### config.mk
export PLATFORM = sky130hd
export DESIGN_NAME = frame_read_ctrl_flat
export DESIGN_NICKNAME = d
export VERILOG_FILES = /design/src/rtl/frame_read_ctrl_if.sv /design/src/rtl/frame_read_ctrl.sv /design/src/flat_wrapper.sv
export SDC_FILE = /design/constraint.sdc
export NUM_CORES = 1
export LEC_CHECK = 0
export ABC_AREA = 1
export CAP_MARGIN = 20
export CORE_MARGIN = 2
export CORE_UTILIZATION = 51
export CTS_BUF_LIST = sky130_fd_sc_hd__clkbuf_4 sky130_fd_sc_hd__clkbuf_8
export CTS_CLUSTER_SIZE = 30
export DETAILED_ROUTE_END_ITERATION = 10
export PLACE_DENSITY = 0.88
export SYNTH_ARGS = -nofsm -noshare
export SYNTH_HDL_FRONTEND = slang
export SYNTH_SLANG_ARGS = --single-unit
### constraint.sdc
create_clock -name clk -period 3.3 [get_ports clk]
set_input_delay 0.99 -clock clk [delete_from_list [all_inputs] [get_ports clk]]
set_output_delay 0.99 -clock clk [all_outputs]
set_load 0.02 [all_outputs]
### src/rtl/frame_read_ctrl_if.sv
// Avalon-MM read master and FIFO write-side signals of frame_read_ctrl.
// master = controller side, slave = memory/FIFO side.
interface frame_read_ctrl_if #(
  parameter int DATA_WIDTH = 32,
  parameter int FIFO_AW    = 9,
  parameter int MEM_AW     = 32
);
  logic [MEM_AW-1:0]     avm_address;
  logic                  avm_read;
  logic [7:0]            avm_burstcount;
  logic                  avm_waitrequest;
  logic [DATA_WIDTH-1:0] avm_readdata;
  logic                  avm_readdatavalid;
  logic [FIFO_AW-1:0]    fifo_used;
  logic                  fifo_wr_en;
  logic [DATA_WIDTH-1:0] fifo_wr_data;

  modport master (
    output avm_address, avm_read, avm_burstcount, fifo_wr_en, fifo_wr_data,
    input  avm_waitrequest, avm_readdata, avm_readdatavalid, fifo_used
  );

  modport slave (
    input  avm_address, avm_read, avm_burstcount, fifo_wr_en, fifo_wr_data,
    output avm_waitrequest, avm_readdata, avm_readdatavalid, fifo_used
  );
endinterface

### src/rtl/frame_read_ctrl.sv
// Reads a frame of words from Avalon-MM memory in bursts and streams them into a FIFO.
// Define FRAME_READ_ABORT_EN to honour the abort input; otherwise abort is ignored.
module frame_read_ctrl #(
  parameter int DATA_WIDTH = 32,
  parameter int FIFO_AW    = 9,
  parameter int BURST_LEN  = 16,
  parameter int MEM_AW     = 32
) (
  input  logic              clk,
  input  logic              rst,
  input  logic              start,
  input  logic [MEM_AW-1:0] frame_base,
  input  logic [23:0]       frame_words,
  input  logic              abort,
  output logic              busy,
  output logic              done,
  frame_read_ctrl_if.master bus
);
  localparam int DEPTH          = 2**FIFO_AW;
  localparam int BYTES_PER_WORD = DATA_WIDTH / 8;

  typedef enum logic [2:0] {IDLE, CHECK, REQ, DATA, FIN} state_t;

  state_t            state, state_nxt;
  logic [MEM_AW-1:0] addr;
  logic [23:0]       remaining;
  logic [7:0]        burst, beat_cnt, burst_calc;
  logic [24:0]       fill_sum;
  logic              fits, last_beat, abort_now, abort_pend;

`ifdef FRAME_READ_ABORT_EN
  assign abort_now = abort;
`else
  logic unused_abort;
  assign unused_abort = abort;
  assign abort_now    = 1'b0;
`endif

  // A burst is only issued if every beat fits while keeping the FIFO below full.
  assign burst_calc = (remaining >= 24'(BURST_LEN)) ? 8'(BURST_LEN) : remaining[7:0];
  assign fill_sum   = 25'(bus.fifo_used) + 25'(burst_calc);
  assign fits       = (fill_sum <= 25'(DEPTH - 1));
  assign last_beat  = bus.avm_readdatavalid && (beat_cnt == burst - 8'd1);

  assign bus.avm_address    = addr;
  assign bus.avm_burstcount = burst;
  assign bus.fifo_wr_data   = bus.avm_readdata;

  always_ff @(posedge clk or posedge rst) begin
    if (rst) state <= IDLE;
    else     state <= state_nxt;
  end

  always_comb begin
    state_nxt      = state;
    busy           = 1'b0;
    done           = 1'b0;
    bus.avm_read   = 1'b0;
    bus.fifo_wr_en = 1'b0;
    case (state)
      IDLE: begin
        if (start) state_nxt = (frame_words != 24'd0) ? CHECK : FIN;
      end
      CHECK: begin
        busy = 1'b1;
        if (remaining == 24'd0 || abort_now) state_nxt = FIN;
        else if (fits)                       state_nxt = REQ;
      end
      REQ: begin
        busy         = 1'b1;
        bus.avm_read = 1'b1;
        if (!bus.avm_waitrequest) state_nxt = DATA;
      end
      DATA: begin
        busy           = 1'b1;
        bus.fifo_wr_en = bus.avm_readdatavalid;
        if (last_beat) state_nxt = (abort_pend || abort_now) ? FIN : CHECK;
      end
      FIN: begin
        done      = 1'b1;
        state_nxt = IDLE;
      end
      default: state_nxt = IDLE;
    endcase
  end

  // Address and word count advance when a request is accepted, not when its beats land.
  always_ff @(posedge clk or posedge rst) begin
    if (rst) begin
      addr       <= '0;
      remaining  <= '0;
      burst      <= '0;
      beat_cnt   <= '0;
      abort_pend <= 1'b0;
    end else begin
      case (state)
        IDLE: begin
          abort_pend <= 1'b0;
          if (start && frame_words != 24'd0) begin
            addr      <= frame_base;
            remaining <= frame_words;
          end
        end
        CHECK: begin
          if (state_nxt == REQ) burst <= burst_calc;
        end
        REQ: begin
          beat_cnt <= '0;
          if (abort_now) abort_pend <= 1'b1;
          if (!bus.avm_waitrequest) begin
            addr      <= addr + MEM_AW'(burst) * MEM_AW'(BYTES_PER_WORD);
            remaining <= remaining - 24'(burst);
          end
        end
        DATA: begin
          if (abort_now) abort_pend <= 1'b1;
          if (bus.avm_readdatavalid) beat_cnt <= beat_cnt + 8'd1;
        end
        default: ;
      endcase
    end
  end
endmodule

### src/flat_wrapper.sv
// flat-port wrapper written by rule: the top's interface ports become plain ports
module frame_read_ctrl_flat 
#(
  parameter int DATA_WIDTH = 32,
  parameter int FIFO_AW    = 9,
  parameter int BURST_LEN  = 16,
  parameter int MEM_AW     = 32
)
  (clk, rst, start, frame_base, frame_words, abort, busy, done, bus_avm_address, bus_avm_read, bus_avm_burstcount, bus_fifo_wr_en, bus_fifo_wr_data, bus_avm_waitrequest, bus_avm_readdata, bus_avm_readdatavalid, bus_fifo_used);
  frame_read_ctrl_if #(.DATA_WIDTH(DATA_WIDTH), .FIFO_AW(FIFO_AW), .MEM_AW(MEM_AW)) bus_i ();
  input  logic clk;
  input  logic rst;
  input  logic start;
  input  logic [MEM_AW-1:0] frame_base;
  input  logic [23:0] frame_words;
  input  logic abort;
  output logic busy;
  output logic done;
  output wire logic [$bits(bus_i.avm_address)-1:0] bus_avm_address;
  output wire logic [$bits(bus_i.avm_read)-1:0] bus_avm_read;
  output wire logic [$bits(bus_i.avm_burstcount)-1:0] bus_avm_burstcount;
  output wire logic [$bits(bus_i.fifo_wr_en)-1:0] bus_fifo_wr_en;
  output wire logic [$bits(bus_i.fifo_wr_data)-1:0] bus_fifo_wr_data;
  input wire logic [$bits(bus_i.avm_waitrequest)-1:0] bus_avm_waitrequest;
  input wire logic [$bits(bus_i.avm_readdata)-1:0] bus_avm_readdata;
  input wire logic [$bits(bus_i.avm_readdatavalid)-1:0] bus_avm_readdatavalid;
  input wire logic [$bits(bus_i.fifo_used)-1:0] bus_fifo_used;
  assign bus_avm_address = bus_i.avm_address;
  assign bus_avm_read = bus_i.avm_read;
  assign bus_avm_burstcount = bus_i.avm_burstcount;
  assign bus_fifo_wr_en = bus_i.fifo_wr_en;
  assign bus_fifo_wr_data = bus_i.fifo_wr_data;
  assign bus_i.avm_waitrequest = bus_avm_waitrequest;
  assign bus_i.avm_readdata = bus_avm_readdata;
  assign bus_i.avm_readdatavalid = bus_avm_readdatavalid;
  assign bus_i.fifo_used = bus_fifo_used;
  frame_read_ctrl #(.DATA_WIDTH(DATA_WIDTH), .FIFO_AW(FIFO_AW), .BURST_LEN(BURST_LEN), .MEM_AW(MEM_AW)) u_core (.clk(clk), .rst(rst), .start(start), .frame_base(frame_base), .frame_words(frame_words), .abort(abort), .busy(busy), .done(done), .bus(bus_i));
endmodule
==> results.cfg, run 1 <==
[setup_path]
cp_data_arrival_time_ps = 3290
r2r_cells = 14
r2r_setup_slack_ps = 290
critPathCaptureType = flop
critPathRequiredTime_ps = 3570
worstSetupPathType = reg2reg
worstReg2RegStart = u_core.remaining[16]
worstPathMaxFanout = 8
timing.rr.end = u_core.bus.avm_burstcount[2]
startpoint_type = flop

[floorplan]
core_area_sq_um = 13200
die_w_um = 120
boundaryPins = 179
start_util = 0.521
num_rows = 42
fp.dieH_um = 120
die_area_sq_um = 14400

[layout]
final_cell_mix = nand2_1, nand3_1, inv_1
finalInstanceArea_sq_um = 8110
multi_input_area_sq_um = 4070
final_common_cell = nand2_1
drive_gt1_frac = 0.0618
antenna_cells = 0
area_delta_synth_final_pct = 18.1
seq_area_sq_um = 1880
layout.nets = 1292
fill_cells = 1221

[clock_tree]
root_buffer = clkbuf_8
cts.sinks = 75
cts_buffer_depth = 2
hold_buffers = 0
cts_buffers = 9
cts_tree = built
insertion_delay_ps = 380
h-tree-depth = 3
clkTransAtPathRegs_ps = 90

[timing]
slew_headroom = 0.404
finalSetupTns_ps = 0
slew_viol_final = 0
grt_setup_unrepaired = false
fmax_mhz = 332
period_needed_ps = 3010
fin_crit_sh = 0.913
tightest_slew_ps = 894
finalSetupViolCount = 0
hold_violations = 0
skew_ps = 12.2

[place]
gp_congestion = 0.920
hpwl_mm = 13.8
dpl_cell_area_sq_um = 7900
port-buffer-count = 113

[power]
ir_worst_vdd_mv = 0.336
leakagePower_nw = 3.93
power-per-cell-area_nw_per_um2 = 717

[logic_synthesis]
async_reset_ff_frac = 1.00
yosysTopAreaCell = dfrtp_1
synth_edf_count = 0
synth-seq-cells = 75
ys_seq_area_frac = 0.273
avgSynthCellArea_sq_um = 6.31
syn_area_sq_um = 6870
synthTopCellsByArea = dfrtp_1, nand2_1, nand3_1
synth_top_area_frac = 0.273
synth_cells = 1089
ys_types = 38
ys_warn_count = 0
synth-main-ff-cell = dfrtp_1

[drt]
drtPass1Iterations = 7
wirelength_mm = 18.2
antenna_left = 0
dr_total_vias = 7158
via_per_inst = 5.34
drc = 0
wl_per_cell_um = 13.6
dr.first_iter.drc_count = 534

[hold_path]
hp-class = reg2reg
hold_start = u_core.bus.avm_address[0]
hold_depth = 2
min_to = u_core.bus.avm_address[0]

[status]
status = complete, no violations

[global_routing]
grt_pass1_vias = 6515
grt_max_degree = 92
grt-ovfl-total = 0
grt_pass1_wl_mm = 30.0
track_usage = 0.257
antenna_found_initial = 0

[job]
cap_violations = 0
## repair_timing
item | 4_1_cts | 5_1_grt
endpoints found under the hold margin | 0 | 0
resized for setup | 0 | 1
buffers inserted | 0 | 0
setup endpoints to repair | 0 | 1
## worst max path at each step
| stage | start | to | slack [ps] | cells after the start |
|---|---|---|---|---|
| finish | u_core.remaining[16] | u_core.bus.avm_burstcount[2] | 290 | 14 |
| global route | u_core.remaining[19] | u_core.bus.avm_burstcount[5] | 30 | 14 |
| CTS | bus_avm_readdatavalid | bus_fifo_wr_en | 20 | 4 |
| detailed placement | bus_avm_readdatavalid | bus_fifo_wr_en | 20 | 4 |
| global placement | bus_avm_readdatavalid | bus_fifo_wr_en | 30 | 4 |
| floorplan | rst | u_core.beat_cnt[0] | 400 | 1 |
## metal layers
layer  track usage  part of all wire
met4        0.0971             0.025
met1         0.328              0.43
met5             0                 0
met2         0.435              0.48
met3        0.0456             0.068
## power by group
group / internal, mW / switching (mW)
Combinational: 1.34 / 1.92
Clock: 0.385 / 0.366
Sequential: 1.28 / 0.513
Total: 3.01 / 2.80
## synth_stat cells, types with 9 or more instances
cell type,number
nor2_1,108
dfrtp_1,75
nand3_1,154
xnor2_1,9
inv_1,131
a21boi_0,18
nor3_1,10
nand2_1,328
ha_1,26
o21ai_0,30
buf_4,34
buf_2,17
nand4_1,34
a21oi_1,16
or2_2,33
## sequential cells by signal (all words and copies together), names as in the netlist
signal and count:
u_core.state 3, u_core.bus.avm_burstcount 8, u_core.bus.avm_address 32, u_core.beat_cnt 8, u_core.remaining 24
## kinds of logic (layout without fill, tap and decap cells)
logic type / Yosys count / after routing / synth area share
and+or+nand+nor: 684 / 684 / 0.437
other: 1 / 3 / 0.000546
adders and majority gates: 28 / 28 / 0.0532
buffers and inverters: 198 / 272 / 0.136
DFF: 75 / 75 / 0.273
xor gates and xnor gates: 18 / 18 / 0.0250
AOI/OAI and AO/OA: 85 / 85 / 0.0754
## worst max-delay path, cell delays in order, from the launching register on
cell and delay (ps):
dfrtp_1 440, nor2_1 170, nand2_1 80, nor2_1 250, nand4_1 330, nor2_1 240, ha_1 280, a21oi_1 160
o21ai_0 90, nand2_1 60, nand3_1 100, nand2_1 190, nand3_1 300, nand2_1 160, nand2_1 60
## area by class of cell
type                            count  share of cell area
Multi-Input combinational cell    818               0.502
Clock inverter                      4             0.00617
Inverter                          133              0.0616
Timing Repair Buffer              124               0.153
Tap cell                          176              0.0272
Sequential cell                    75               0.231
Clock buffer                       11              0.0187
## stage by stage
stage	power [mW]	hold slack, ps	cells	setup WS [ps]	util
floorplan	4.05	476	1091	400	-
global placement	4.94	464	1326	32.5	0.599
detailed placement	5.03	473	1326	21.4	0.599
CTS	5.79	489	1341	19.9	0.614
global route	6.33	514	1341	32.5	0.615
finish	5.81	481	1341	287	0.615
No activity file was read; power rests on OpenSTA's default activity.
==> run 2, diff against run 1 <==
- CAP_MARGIN: 20 -> 15
- GPL_ROUTABILITY_DRIVEN: unset -> 0
==> run 2 against run 1 <==
Global-route usage is 1.3 points higher. Die area stayed put. Critical path depth stayed put. Clock power is 3.3% higher. Utilization is 0.32 points higher. First-iteration DRC count is 16% higher. Cell count is 0.37% higher. Non-clock buffer count is 4 higher.
==> results.cfg, run 2 (synthesis results as in run 1) <==
[layout]
final_util = 0.618
multi_input_area_sq_um = 4070
layout.nets = 1296
antenna_cells = 0
final_cell_mix = nand2_1, nand3_1, inv_1
finalInstanceArea_sq_um = 8150
final_common_cell = nand2_1
largest_reg_flops = 32
fill_cells = 1176
drive_gt1_frac = 0.0658
area_delta_synth_final_pct = 18.7
seq_area_sq_um = 1880
stdcell_count = 1346

[drt]
dr_total_vias = 7339
antenna_left = 0
via_per_inst = 5.45
drc = 0
drtPass1Iterations = 5
wirelength_mm = 18.9
dr.first_iter.drc_count = 618
wl_per_cell_um = 14.0

[global_routing]
grt_pass1_vias = 6743
gr-usage-met1 = 0.339
gr-usage-met3 = 0.0509
use_met2 = 0.459
track_usage = 0.270
grt_max_degree = 92
grt-ovfl-total = 0
antenna_found_initial = 0
grt_pass1_wl_mm = 31.3
grt.busiest_layer = met2

[power]
power-per-cell-area_nw_per_um2 = 719
ir_worst_vdd_mv = 0.292
power.total_mw = 5.86
leakagePower_nw = 3.97

[place]
port-buffer-count = 113
dp_cells = 1330
dpl_cell_area_sq_um = 7930
dp_slack_ps = 38.3
hpwl_mm = 14.3

[setup_path]
worstSetupPathType = reg2reg
critPathCaptureType = flop
critPathRequiredTime_ps = 3570
startpoint_type = flop
worstPathMaxFanout = 8
r2r_cells = 14
cp_data_arrival_time_ps = 3340

[floorplan]
die_w_um = 120
die_area_sq_um = 14400
start_util = 0.521
boundaryPins = 179
num_rows = 42
core_area_sq_um = 13200
fp.dieH_um = 120

[clock_tree]
h-tree-depth = 3
root_buffer = clkbuf_8
cts_buffers = 9
clkTransAtPathRegs_ps = 80
cts_buffer_depth = 2
cts.sinks = 75
insertion_delay_ps = 380
cts_tree = built

[job]
cap_violations = 0

[status]
status = complete, no violations

[timing]
skew_ps = 9.34
slew_viol_final = 0
whs_ps = 480
tightest_slew_ps = 844
hold_violations = 0
setup_slack_ps = 234
period_needed_ps = 3070
grt_setup_unrepaired = false
fin_crit_sh = 0.929
slew_headroom = 0.437
fmax_mhz = 326
finalSetupTns_ps = 0
finalSetupViolCount = 0

[hold_path]
hp-class = reg2reg
hold_depth = 2
-- run 2: area by class of cell --
type	instances	share of cell area
Clock buffer	16	0.0263
Inverter	133	0.0613
Sequential cell	75	0.230
Multi-Input combinational cell	818	0.499
Tap cell	176	0.0270
Timing Repair Buffer	128	0.156
-- run 2: worst paths after layout --
path | to | slack [ps] | startpoint
setup / recovery | u_core.bus.avm_burstcount[4] | 230 | u_core.remaining[18]
hold / removal | u_core.bus.avm_address[0] | 480 | u_core.bus.avm_address[0]
setup reg to reg | u_core.bus.avm_burstcount[4] | 230 | u_core.remaining[18]
hold reg to reg | u_core.bus.avm_address[0] | 480 | u_core.bus.avm_address[0]
max in group asynchronous | u_core.remaining[18] | 1590 | rst
min in group asynchronous | u_core.bus.avm_address[8] | 1010 | rst
-- run 2: worst max-delay path, stage by stage, from the launching register on --
cell,delay [ps]
dfrtp_1,450
nor2_1,170
nand2_1,90
nor2_1,270
nand4_1,340
nor2_1,250
ha_1,280
a21oi_1,140
o21ai_0,90
nand2_1,60
nand3_1,110
nand2_1,200
nand3_1,300
nand2_1,160
nand2_1,60
-- run 2: per-layer routing --
metal  vias to the layer above  routed length (um)
met1                      3395                7810
li1                       3608                   -
met3                        45                1340
met2                       291                9210
met4                         0                 499
met5                         -                   0
-- run 2: power by group --
group	switching, mW	total [mW]	internal (mW)	leakage [nW]
logic	1.94	3.28	1.34	2.93
registers	0.514	1.80	1.28	0.925
clock network	0.370	0.776	0.406	0.112
total	2.82	5.86	3.04	3.97
-- run 2: timing repair --
item                       in CTS  in global routing
buffers inserted                0                  0
hold buffers                    0                  0
setup endpoints to repair       0                  1
gates resized for setup         0                  1
==> run 3, diff against run 2 <==
- SETUP_SLACK_MARGIN: unset -> 0.1
- SLEW_MARGIN: unset -> 25
==> run 3 against run 2 <==
Clock skew up 0.77 ps. Critical path type is now in2out. Combinational power about the same. Sequential power about the same. Critical endpoint is now bus_fifo_wr_en. Critical path depth down 10. Largest cell class unchanged. Register-to-register slack better by 110 ps. Die area unchanged. Largest power group unchanged.
==> results.cfg, run 3 (synthesis results as in run 1) <==
[layout]
final_util = 0.618
stdcell_count = 1347
final_cell_mix = nand2_1, nand3_1, inv_1
final_common_cell = nand2_1
largest_reg_flops = 32
layout.nets = 1297
seq_area_sq_um = 1880
multi_input_area_sq_um = 4070
fill_cells = 1173
area_delta_synth_final_pct = 18.7
antenna_cells = 0
drive_gt1_frac = 0.0666

[timing]
skew_ps = 10.1
finalSetupViolCount = 0
tightest_slew_ps = 859
fmax_mhz = 335
period_needed_ps = 2990
finalSetupTns_ps = 0
fin_crit_sh = 0.905
setup_slack_ps = 313
slew_viol_final = 0
slew_headroom = 0.427
grt_setup_unrepaired = false
hold_violations = 0

[clock_tree]
root_buffer = clkbuf_8
insertion_delay_ps = 380
cts_buffers = 9
cts_buffer_depth = 2
h-tree-depth = 3
cts_tree = built
hold_buffers = 0
cts.sinks = 75
clkTransAtPathRegs_ps = 70

[power]
power-per-cell-area_nw_per_um2 = 718
leakagePower_nw = 3.96
ir_worst_vdd_mv = 0.292

[setup_path]
worstSetupPathType = in2out
timing.rr.end = u_core.bus.avm_burstcount[4]
cp_data_arrival_time_ps = 2000
worstReg2RegStart = u_core.remaining[16]
worstPathMaxFanout = 2
r2r_setup_slack_ps = 340
critPathCaptureType = primary output
critPathRequiredTime_ps = 2310
r2r_cells = 14
startpoint_type = primary input

[place]
dp_cells = 1330
hpwl_mm = 14.3
dp_slack_ps = 38.3
port-buffer-count = 113

[floorplan]
core_area_sq_um = 13200
die_area_sq_um = 14400
die_w_um = 120
num_rows = 42
boundaryPins = 179
fp.dieH_um = 120
start_util = 0.521

[drt]
dr.first_iter.drc_count = 666
wl_per_cell_um = 14.0
antenna_left = 0
dr_total_vias = 7331
drc = 0
wirelength_mm = 18.9
drtPass1Iterations = 5
via_per_inst = 5.44

[hold_path]
hold_start = u_core.bus.avm_address[0]
min_to = u_core.bus.avm_address[0]
hp-class = reg2reg
hold_depth = 2

[global_routing]
antenna_found_initial = 0
grt_max_degree = 92
track_usage = 0.270
grt-ovfl-total = 0
grt_pass1_wl_mm = 31.3
grt_pass1_vias = 6743

[status]
status = complete, no violations

[job]
cap_violations = 0
run 3: how the worst max path moves through the flow:
stage / from / end / slack [ps] / cells past startpoint
final: bus_avm_readdatavalid / bus_fifo_wr_en / 310 / 4
after global routing: u_core.remaining[18] / u_core.bus.avm_burstcount[4] / 170 / 14
after CTS: bus_avm_readdatavalid / bus_fifo_wr_en / 310 / 4
after detailed placement: bus_avm_readdatavalid / bus_fifo_wr_en / 40 / 4
after global placement: bus_avm_readdatavalid / bus_fifo_wr_en / 40 / 4
after floorplan: rst / u_core.beat_cnt[0] / 400 / 1
run 3: worst max-delay path: stages:
cell             delay [ps]
clkdlybuf4s50_1         450
nand3_1                  80
nor2_1                  130
dlygate4sd2_1           350
run 3: cell type report:
cell class | count | share of cell area
Sequential cell | 75 | 0.230
Multi-Input combinational cell | 818 | 0.499
Inverter | 133 | 0.0612
Tap cell | 176 | 0.0270
Timing Repair Buffer | 129 | 0.156
Clock buffer | 16 | 0.0262
run 3: timing repair:
item,CTS,global route
setup buffers,0,1
gates resized for setup,1,0
cloned,0,0
pin swaps,0,1
setup endpoints to repair,1,8
run 3: through the flow:
step | cell area, sq um | power [mW] | hold WS [ps]
2_1_floorplan | 6870 | 4.05 | 476
3_3_place_gp | 7930 | 4.94 | 457
3_5_place_dp | 7930 | 5.05 | 464
4_1_cts | 8150 | 5.83 | 481
5_1_grt | 8150 | 6.35 | 512
6_report | 8150 | 5.86 | 480
run 3: layer usage:
layer	track usage	part of all wire
met5	0	0
met3	0.0509	0.079
met1	0.339	0.41
met4	0.103	0.024
met2	0.459	0.49
run 3: power by group:
part | internal (mW) | switching, mW | total, mW
logic | 1.34 | 1.94 | 3.28
clock network | 0.406 | 0.370 | 0.776
registers | 1.28 | 0.517 | 1.80
total | 3.03 | 2.82 | 5.86
